`config.mk`:
```
export PLATFORM = sky130hd
export DESIGN_NAME = uart_rx
export DESIGN_NICKNAME = d
export VERILOG_FILES = /design/src/rtl/uart_rx.sv
export SDC_FILE = /design/constraint.sdc
export NUM_CORES = 1
export LEC_CHECK = 0
export CORE_UTILIZATION = 40
export DETAILED_ROUTE_END_ITERATION = 10
export PLACE_DENSITY = 0.62
export SLEW_MARGIN = 25
export SYNTH_ARGS = -nofsm -noshare
export SYNTH_HDL_FRONTEND = slang
export SYNTH_SLANG_ARGS = --single-unit
```
`constraint.sdc`:
```
create_clock -name clk -period 5.55 [get_ports clk]
set_clock_uncertainty 0.2 [all_clocks]
set_input_delay 0.555 -clock clk [delete_from_list [all_inputs] [get_ports clk]]
set_output_delay 0.555 -clock clk [all_outputs]
set_load 0.02 [all_outputs]
```
`src/rtl/uart_rx.sv`:
```
`default_nettype none
// ============================================================================
// Module   : uart_rx
// Purpose  : 8-bit asynchronous serial receiver (8N1, or 8E1 when
//            UART_RX_PARITY_EN is defined) with a one-entry valid/ready
//            holding register and one-cycle error pulses.
// Ports    : clk          - single clock, all logic on rising edge
//            rst          - synchronous active-high reset
//            rx           - serial line, asynchronous, idle high
//            rx_data[7:0] - received byte, valid while rx_valid=1
//            rx_valid     - byte held for the consumer
//            rx_ready     - consumer accept (transfer = rx_valid & rx_ready)
//            frame_error  - one-cycle pulse, stop bit sampled low
//            overrun      - one-cycle pulse, byte dropped (holding reg full)
//            parity_error - one-cycle pulse, even-parity mismatch
//                           (constant 0 without UART_RX_PARITY_EN)
// Macro    : UART_RX_PARITY_EN - adds one even-parity bit between DATA
//            and STOP.
// Revision : 1.0 - initial release
// ============================================================================
module uart_rx #(
    parameter int CLK_FREQ  = 25_000_000,
    parameter int BAUD_RATE = 9600
) (
    input  logic       clk,
    input  logic       rst,
    input  logic       rx,
    output logic [7:0] rx_data,
    output logic       rx_valid,
    input  logic       rx_ready,
    output logic       frame_error,
    output logic       overrun,
    output logic       parity_error
);

    localparam int c_divisor = CLK_FREQ / BAUD_RATE;
    localparam int c_baud_w  = (c_divisor > 1) ? $clog2(c_divisor) : 1;
    localparam logic [c_baud_w-1:0] c_baud_last = c_baud_w'(c_divisor - 1);
    // Start bit is checked half a bit period after the falling edge so
    // every later sample lands near the middle of its bit.
    localparam logic [c_baud_w-1:0] c_baud_half = c_baud_w'(c_divisor / 2 - 1);

    typedef enum logic [2:0] {
        IDLE   = 3'd0,
        START  = 3'd1,
        DATA   = 3'd2,
`ifdef UART_RX_PARITY_EN
        PARITY = 3'd3,
`endif
        STOP   = 3'd4
    } state_t;

    logic                r_sync1;
    logic                r_sync2;
    logic                r_hist;
    state_t              r_state;
    state_t              w_state_next;
    logic [c_baud_w-1:0] r_baud;
    logic [c_baud_w-1:0] w_baud_next;
    logic [2:0]          r_bit_cnt;
    logic [2:0]          w_bit_next;
    logic [7:0]          r_shift;
    logic [7:0]          w_shift_next;
    logic                w_tick;
    logic                w_stop_ok;
    logic                w_stop_bad;
    logic                w_par_bad;
    logic                w_load;
    logic [7:0]          r_data;
    logic                r_valid;
    logic                r_frame_err;
    logic                r_overrun;
`ifdef UART_RX_PARITY_EN
    logic                r_par_bad;
    logic                w_par_bad_next;
    logic                r_par_err;
`endif

    // Two-flop synchronizer plus one history flop for falling-edge detect.
    always_ff @(posedge clk) begin
        if (rst) begin
            r_sync1 <= 1'b1;
            r_sync2 <= 1'b1;
            r_hist  <= 1'b1;
        end else begin
            r_sync1 <= rx;
            r_sync2 <= r_sync1;
            r_hist  <= r_sync2;
        end
    end

    assign w_tick = (r_baud == c_baud_last);

    // State and datapath registers.
    always_ff @(posedge clk) begin
        if (rst) begin
            r_state   <= IDLE;
            r_baud    <= '0;
            r_bit_cnt <= '0;
            r_shift   <= '0;
`ifdef UART_RX_PARITY_EN
            r_par_bad <= 1'b0;
`endif
        end else begin
            r_state   <= w_state_next;
            r_baud    <= w_baud_next;
            r_bit_cnt <= w_bit_next;
            r_shift   <= w_shift_next;
`ifdef UART_RX_PARITY_EN
            r_par_bad <= w_par_bad_next;
`endif
        end
    end

    always_comb begin
        w_state_next = r_state;
        w_baud_next  = r_baud;
        w_bit_next   = r_bit_cnt;
        w_shift_next = r_shift;
        w_stop_ok    = 1'b0;
        w_stop_bad   = 1'b0;
`ifdef UART_RX_PARITY_EN
        w_par_bad_next = r_par_bad;
`endif
        case (r_state)
            IDLE: begin
                w_baud_next = '0;
                w_bit_next  = '0;
`ifdef UART_RX_PARITY_EN
                w_par_bad_next = 1'b0;
`endif
                // Only a high-to-low transition starts a frame, so a line
                // stuck low cannot retrigger.
                if (r_hist && !r_sync2) begin
                    w_state_next = START;
                end
            end
            START: begin
                if (r_baud == c_baud_half) begin
                    w_baud_next  = '0;
                    w_state_next = r_sync2 ? IDLE : DATA;
                end else begin
                    w_baud_next = r_baud + 1'b1;
                end
            end
            DATA: begin
                w_baud_next = w_tick ? '0 : r_baud + 1'b1;
                if (w_tick) begin
                    w_shift_next = {r_sync2, r_shift[7:1]};
                    w_bit_next   = r_bit_cnt + 1'b1;
                    if (r_bit_cnt == 3'd7) begin
`ifdef UART_RX_PARITY_EN
                        w_state_next = PARITY;
`else
                        w_state_next = STOP;
`endif
                    end
                end
            end
`ifdef UART_RX_PARITY_EN
            PARITY: begin
                w_baud_next = w_tick ? '0 : r_baud + 1'b1;
                if (w_tick) begin
                    // Even parity: data bits plus parity bit hold an even
                    // number of ones.
                    w_par_bad_next = (r_sync2 != ^r_shift);
                    w_state_next   = STOP;
                end
            end
`endif
            STOP: begin
                w_baud_next = w_tick ? '0 : r_baud + 1'b1;
                if (w_tick) begin
                    w_state_next = IDLE;
                    w_stop_ok    = r_sync2;
                    w_stop_bad   = !r_sync2;
                end
            end
            default: begin
                w_state_next = IDLE;
            end
        endcase
    end

`ifdef UART_RX_PARITY_EN
    assign w_par_bad = r_par_bad;
`else
    assign w_par_bad = 1'b0;
`endif

    // A good frame is only delivered when stop and parity are both clean;
    // a bad stop bit suppresses every other indication.
    assign w_load = w_stop_ok && !w_par_bad;

    always_ff @(posedge clk) begin
        if (rst) begin
            r_data      <= '0;
            r_valid     <= 1'b0;
            r_frame_err <= 1'b0;
            r_overrun   <= 1'b0;
`ifdef UART_RX_PARITY_EN
            r_par_err   <= 1'b0;
`endif
        end else begin
            r_frame_err <= w_stop_bad;
            r_overrun   <= w_load && r_valid && !rx_ready;
`ifdef UART_RX_PARITY_EN
            r_par_err   <= w_stop_ok && r_par_bad;
`endif
            // A transfer in the same cycle frees the slot for the new byte.
            if (w_load && (!r_valid || rx_ready)) begin
                r_data  <= r_shift;
                r_valid <= 1'b1;
            end else if (r_valid && rx_ready) begin
                r_valid <= 1'b0;
            end
        end
    end

    assign rx_data     = r_data;
    assign rx_valid    = r_valid;
    assign frame_error = r_frame_err;
    assign overrun     = r_overrun;
`ifdef UART_RX_PARITY_EN
    assign parity_error = r_par_err;
`else
    assign parity_error = 1'b0;
`endif

endmodule
`default_nettype wire
```
==> results of run 1 <==
## area by class of cell
type,instances,share of cell area [%]
clock buffers,6,4.03
flip-flops and latches,40,39.1
repair buffers,17,7.94
well taps,50,3.05
multi-input cells,146,43.3
inverters,4,0.733
clock inverters,2,1.89
## per-layer routing
metal,vias up,share of wire (%),track usage (%)
met5,-,0,0
met1,578,54,21.4
met2,20,40,22.5
met4,0,1.8,6.25
met3,6,3.5,4.93
li1,709,-,-
## metrics by stage
| stage | cells | total power, mW | hold slack (ns) |
|---|---|---|---|
| 5_1_grt | 265 | 0.574 | 0.243 |
| 3_5_place_dp | 257 | 0.311 | 0.200 |
| 3_3_place_gp | 257 | 0.311 | 0.196 |
| 6_report | 265 | 0.557 | 0.217 |
| 4_1_cts | 265 | 0.563 | 0.220 |
| 2_1_floorplan | 202 | 0.308 | 0.189 |
## layout by cell type, fill, tap and decap left out, types with 2 or more instances in the layout
master,Yosys,layout
sky130_fd_sc_hd__nand3b_1,2,2
sky130_fd_sc_hd__a21o_1,2,2
sky130_fd_sc_hd__nand2_1,25,25
sky130_fd_sc_hd__nand2b_1,5,5
sky130_fd_sc_hd__nor3b_1,3,3
sky130_fd_sc_hd__inv_1,4,4
sky130_fd_sc_hd__a31oi_1,2,2
sky130_fd_sc_hd__clkdlybuf4s50_1,0,14
sky130_fd_sc_hd__xor2_1,6,6
sky130_fd_sc_hd__xnor2_1,2,2
sky130_fd_sc_hd__dfxtp_1,40,40
sky130_fd_sc_hd__nor4_1,2,2
sky130_fd_sc_hd__and2_1,2,2
sky130_fd_sc_hd__clkbuf_8,0,6
sky130_fd_sc_hd__a22oi_1,2,2
sky130_fd_sc_hd__or3_1,2,2
sky130_fd_sc_hd__nand3_1,8,8
sky130_fd_sc_hd__a21oi_1,15,15
sky130_fd_sc_hd__mux2i_1,9,9
sky130_fd_sc_hd__or2_2,4,4
sky130_fd_sc_hd__nand4_1,3,3
sky130_fd_sc_hd__and3_1,2,2
sky130_fd_sc_hd__nor2b_1,2,2
sky130_fd_sc_hd__ha_1,4,4
sky130_fd_sc_hd__nor2_1,25,25
sky130_fd_sc_hd__nor3_1,6,6
sky130_fd_sc_hd__buf_4,2,3
## flip-flops by register name, summed over array words and instances (netlist names)
name and count:
frame_error 1, overrun 1, r_baud 12, r_bit_cnt 3
r_hist 1, r_shift 8, r_state 3, r_sync1 1
r_sync2 1, rx_data 8, rx_valid 1
## final timing paths
check	from	to	slack, ns	cells after the start
min reg2reg	r_sync1	r_sync2	0.22	1
max	r_baud[0]	r_shift[1]	3.31	7
max reg2reg	r_baud[0]	r_shift[1]	3.31	7
min	r_sync1	r_sync2	0.22	1
## power by group through the flow
stage | clock [mW] | sequential (mW) | combinational, mW
floorplan | 0 | 0.296 | 0.0124
global placement | 0 | 0.297 | 0.0142
detailed placement | 0 | 0.297 | 0.0141
CTS | 0.258 | 0.290 | 0.0143
global route | 0.267 | 0.290 | 0.0159
finish | 0.252 | 0.290 | 0.0143
## cell families after synthesis
| group | Yosys count | synth area share, % |
|---|---|---|
| and+or+nand+nor | 97 | 28.1 |
| buffers and inverters | 16 | 4.93 |
| adders and majority gates | 5 | 3.38 |
| DFF | 40 | 45.1 |
| muxes | 9 | 5.07 |
| other | 1 | 0.211 |
| xor gates and xnor gates | 8 | 3.95 |
| AOI/OAI and AO/OA | 26 | 9.23 |
==> impl_summary.md, run 1 <==
Outcome
The flow ran to the end, and the final reports show no timing, DRC or antenna violations.

Drt
Before antenna repair, the detailed router went through 4 iterations. The via count of the routed design is 1313. The number of DRC violations after detailed-routing iteration 0 is 55.

The number of nets with antenna violations after routing is 0. The detailed-route vias per instance is 4.95. Summed over all layers, the routed wires come to approximately 3300 um.

The number of remaining DRC errors is 0. Dividing the detail-routed wire length by the instance count gives ~12 um.

Logic synthesis
The count of flip-flops with a built-in enable after synthesis is 0. Counting instances in the post-synthesis netlist gives the leading cell types as sky130_fd_sc_hd__dfxtp_1, sky130_fd_sc_hd__nand2_1, sky130_fd_sc_hd__nor2_1. Yosys mapped the design onto 41 distinct sky130hd cell types. The number of nets handed over by synthesis was 210. The area of the mapped netlist is about 0.0018 mm2. For this run, the register share of the synthesized area comes to 45.1%. For this run, the number of Yosys warnings is 0. Ranked by total cell area, the synthesized netlist is headed by sky130_fd_sc_hd__dfxtp_1, sky130_fd_sc_hd__nand2_1, sky130_fd_sc_hd__nor2_1.

The area share of the largest cell type after synthesis is between 40% and 50%. The synthesized design contains 40 register bits. The cell type with the largest total area after synthesis is sky130_fd_sc_hd__dfxtp_1.

The gate count of the mapped netlist is between 200 and 250. After synthesis, the mean cell area works out to a little under 9 um2. The proportion of register bits with asynchronous set or reset after synthesis is 0%. Among all flip-flop cells after synthesis, the most frequent one is sky130_fd_sc_hd__dfxtp_1. The cell with the most instances after synthesis is sky130_fd_sc_hd__dfxtp_1.

Finish
The utilization after layout is around 49%. The multi-input gate area in the final layout is just under 900 um2. 0 antenna diodes ended up in the layout. The area taken by flip-flops and latches is approximately 800 um2. Once layout is done, the placed cells without fillers occupy slightly above 0.002 mm2.

After the last flow step, the layout net total stands at roughly 220. The number of fillers in the final layout is ~420. From synthesis to final layout, the design area changed by 15.4%. The post-route netlist has 8.37% of its cells at a drive strength greater than 1.

Clock network
The cell at the root of the clock tree is sky130_fd_sc_hd__clkbuf_8. The post-CTS setup buffer count is 0. The later-pin clock latency in the skew report is 0.30 ns.

In this run, post-CTS repair resized a total of 0 instances. TritonCTS built the clock tree. The depth of the CTS H-tree is 2.

The maximum buffer depth of the clock tree is 2. For this design, the sink count on the clock tree is 40. Buffers inserted to repair hold after CTS numbered 0. After clock tree synthesis, the clock-pin slew on the worst setup and hold paths is 0.08 ns. The number of buffers inserted during clock tree synthesis is 5.

Pwr
The net switching power figure is approximately 0.12 mW. The internal portion of the total power is 0.441 mW. The switching fraction of total power is around 21%. The worst ir drop on vdd is between 0.15 and 0.2 mV.

Sequential cells burn a little over half of the power. Of the total power, combinational logic draws 2.6%. The reported leakage power is about 0.7 nW. The power density over the cells is 272 mW/mm2. In this run, the clock network consumes between 40% and 50% of the power.

Critical path
The critical path goes through ha_1 -> and4bb_1 -> nand4_1 -> nor3_1 -> buf_4 -> nand2_1 -> a21oi_1. The buffers plus inverters on the worst setup path is 1. The worst setup path category is flip-flop to flip-flop.

STA classifies the critical path endpoint as a flip-flop. The slowest stage of the critical path belongs to the cell sky130_fd_sc_hd__nor3_1. The signal arrival time at the worst endpoint is 2.27 ns. Data on the critical path is required at its endpoint by 5.58 ns. The maximum fanout along the worst path is 8.

In this design, the stage delay of the slowest critical-path cell is between 0.4 and 0.5 ns. The worst setup path is launched from a flip-flop. Broken down by cell family, the worst path's largest delay share belongs to simple AND/OR/NAND/NOR gates.

Place
The post-placement cell area is just under 0.002 mm2. The pre-CTS setup slack is about 3.3 ns. The routability-driven placement congestion ratio is roughly 0.84. The number of input and output port buffers inserted is 14. The placed wire-length estimate after detailed placement is 2150 um.

STA
Once routing completed, OpenROAD measured the worst setup slack at 3.31 ns. The total count of max-transition violations in the final report came to 0. The sum of negative setup slack is 0 ns. Setup repair after global routing left no endpoint under its margin. The final number of setup-violating endpoints is 0. Derived from the worst setup path, the maximum achievable clock frequency is 446 MHz. For the finished layout, the period the worst path requires is 2.24 ns. The fraction of the cycle the final worst path needs is between 40% and 50%. The number of hold-slack violations in the final timing report is 0.

GRT
The aggregate global-route resource usage is around 16%. Entering global routing, the biggest net connects 36 pins. The initial antenna violation count was 0. The residual overflow from global routing is 0. The global-route wire length before repair is ~5400 um.

The via count of the first global-routing pass is about 1200.

Floorplan
The die covers roughly 0.0047 mm2. The die boundary width is 68.6 um. The initial standard-cell utilization of the core is 42.8%. The total number of placement rows is 23. The count of pins on the block boundary is 16. The region available for standard cell placement spans roughly 0.0041 mm2. The height of the chip is roughly 70 um.

Flow run
Across the run, the number of max-cap violations was 0.

Hold path
The worst min-delay path category is flip-flop to flip-flop.
No activity file was read; power rests on OpenSTA's default activity.
==> run 2, diff against run 1 <==
Clock period 5.55 ns to 2.2 ns, I/O delays scaled along.
==> run 2 against run 1 <==
Net effect: worst setup slack worse by 3.1 ns; critical path type unchanged; total power is 120% higher; maximum frequency is 10% higher; largest cell class unchanged; via count is 5.4% higher; combinational power grew to 2.9 times the previous value; highest routed layer unchanged.
==> impl_summary.md, run 2 (same netlist as run 1, synthesis figures left out) <==
Finish
In the final layout, the share of cells above drive strength 1 is between 10% and 20%. The area taken by flip-flops and latches is approximately 800 um2. The top cell types in the final layout, fill and taps aside, are sky130_fd_sc_hd__dfxtp_1, sky130_fd_sc_hd__nand2_1, sky130_fd_sc_hd__nor2_1, sky130_fd_sc_hd__a21oi_1, sky130_fd_sc_hd__clkdlybuf4s50_1. Compared with the post-synthesis result, the final layout area differs by 15.5%. The register name with the most flops is r_baud. The flip-flop count of the largest register, all copies and words added is 12. The count of antenna diodes in the layout is 0.

In the final layout, the multi-input gates occupy 908 um2. The cell area after layout is a little over 0.002 mm2. The finished layout holds 266 standard cells, fillers aside. The library cell used most frequently in the layout, excluding fill and tap cells, is sky130_fd_sc_hd__dfxtp_1. The layout net count is between 200 and 250. After filler insertion, the fill cell instance count of the layout stands at a little over 400.

Place
Input and output buffers added on the ports amount to 14. The wire-length estimate of the detail-placed layout is roughly 2300 um. The post-placement cell area is 0.00194 mm2. The routability-driven placement congestion ratio is approximately 0.8. In this run, placement finished with an instance count of ~260.

Pwr
Across the VDD grid, the largest voltage drop is between 0.3 and 0.4 mV. Summed over all cells, the static leakage comes to a little over 0.7 nW. Overall power consumption after layout is estimated at between 1 and 1.5 mW.

The power density over the cells is approximately 600 mW/mm2.

Critical path
In this run the number of cells on the critical path is 7. The critical path is of the flip-flop to flip-flop type. Data on the critical path is required at its endpoint by about 2.2 ns.

The kind of end point of the critical path is a flip-flop. The buffers plus inverters on the worst setup path is 1. The kind of cell adding the most delay to the critical path is simple AND/OR/NAND/NOR gates. The maximum fanout along the worst path is 8. Among all stages on the critical path, the largest delay is contributed by sky130_fd_sc_hd__dfxtp_1. The largest incremental delay on the critical path is a little under 0.4 ns. Walking the worst path, the cells encountered are ha_2 -> and4bb_1 -> nand4_1 -> nor3b_2 -> buf_6 -> mux2i_1 -> nor2_1. The element type at the critical path start is a flip-flop.

The signal arrival time at the worst endpoint is 2.01 ns. The logic depth of the worst register-to-register path is 7.

GRT
The aggregate global-route resource usage is 17.4%. The met3 usage in global routing is slightly above 5%. Entering global routing, the biggest net connects 22 pins. After global routing the overflow that remains totals 0.

The global-route wire length before repair is roughly 6000 um. The busiest layer in global routing is met1. The met1 track demand over resource in global routing is 24.3%. The via count of the first global-routing pass is 1275. The initial antenna violation count is 0. For this run, global-route usage on met2 was measured as 23.9%.

Clock network
Buffers added to address setup during post-CTS repair amount to 0. The clock tree synthesis step divided the H-tree into 2 levels. The TritonCTS sink count is 40. For the worst-skew pair, the clock arrives at the later sink with an insertion delay of ~0.29 ns. The cell at the root of the clock tree is sky130_fd_sc_hd__clkbuf_8. The post-CTS clock slew at the launch and capture registers of the worst setup and hold paths is around 0.070 ns. The maximum buffer depth of the clock tree is 2. TritonCTS built the clock tree. The number of buffers inserted during clock tree synthesis is 5.

STA
Setup violations remaining at the end of the flow were counted as 0. The total count of max-transition violations in the final report was 0. The minimum clock period after layout is 2.03 ns. Setup repair after global routing left no endpoint under its margin. The number of hold-slack violations in the final timing report came to 0. Derived from the worst setup path, the maximum achievable clock frequency is ~490 MHz. The fraction of the cycle the final worst path needs is between 90 and 100%. Summed over all failing endpoints, the final setup total negative slack is 0 ns.

Drt
The routed layout has between 1000 and 1500 vias. The detailed-route vias per instance is 5.20. For this run, design rule violations remaining after detail routing come to 0. The routed design has 3400 um of wire.

After the first detailed-routing iteration, the DRC count stood at about 130. In this run the remaining antenna-violating nets after routing total 0. In the final routed layout, each cell accounts on average for roughly 13 um. The count of TritonRoute iterations in the first routing pass is 5.

Floorplan
The total number of placement rows is 23. The height of the chip is 68.6 um. The count of pins on the block boundary is 16. The die outline area is roughly 0.0047 mm2.

The floorplan step set the die width to just under 70 um. The initial utilization of the core area, before any placement, comes to 42.8%. The core region is between 0.004 and 0.005 mm2.

Outcome
The run finished with clean final reports.

Hold path
In this run the worst hold path is classified as flip-flop to flip-flop. Along the worst hold path, the cell count comes to 1.

Flow run
The number of max-cap violations is 0.
==> run 2: cell type report <==
| cell class | instances | area share, % |
|---|---|---|
| multi-input combinational | 146 | 44.3 |
| clock buffer | 5 | 3.36 |
| tap | 50 | 3.05 |
| timing repair buffer | 19 | 8.85 |
| clock inverter | 2 | 0.610 |
| sequential | 40 | 39.1 |
| inverter | 4 | 0.732 |
==> run 2: stage by stage <==
stage	setup WS [ns]	hold slack [ns]	utilization, %
2_1_floorplan	0.284	0.124	-
3_3_place_gp	0.138	0.193	46.9
3_5_place_dp	0.109	0.194	46.9
4_1_cts	0.0972	0.212	48.9
5_1_grt	0.00381	0.236	49.5
6_report	0.167	0.210	49.5
==> run 2: final timing paths <==
| kind | from | to | slack, ns |
|---|---|---|---|
| setup / recovery | r_baud[1] | rx_data[7] | 0.17 |
| hold / removal | r_sync1 | r_sync2 | 0.21 |
| setup reg to reg | r_baud[1] | rx_data[7] | 0.17 |
| hold reg to reg | r_sync1 | r_sync2 | 0.21 |
==> run 2: per-layer routing <==
metal  share of wire, %  wire length (um)
met2                 42              1430
met3                5.5               188
met4                1.8                61
met1                 51              1720
met5                  0                 0
==> run 2: repair_timing <==
action / CTS / global route
hold buffers: 0 / 0
gates resized for setup: 0 / 6
setup endpoints to repair: 0 / 20
==> run 2: where the power goes <==
part           internal (mW)  total [mW]  switching [mW]  leakage [nW]
Sequential             0.728       0.730         0.00251         0.323
Combinational         0.0164      0.0413          0.0248         0.345
Clock                  0.214       0.459           0.244        0.0400
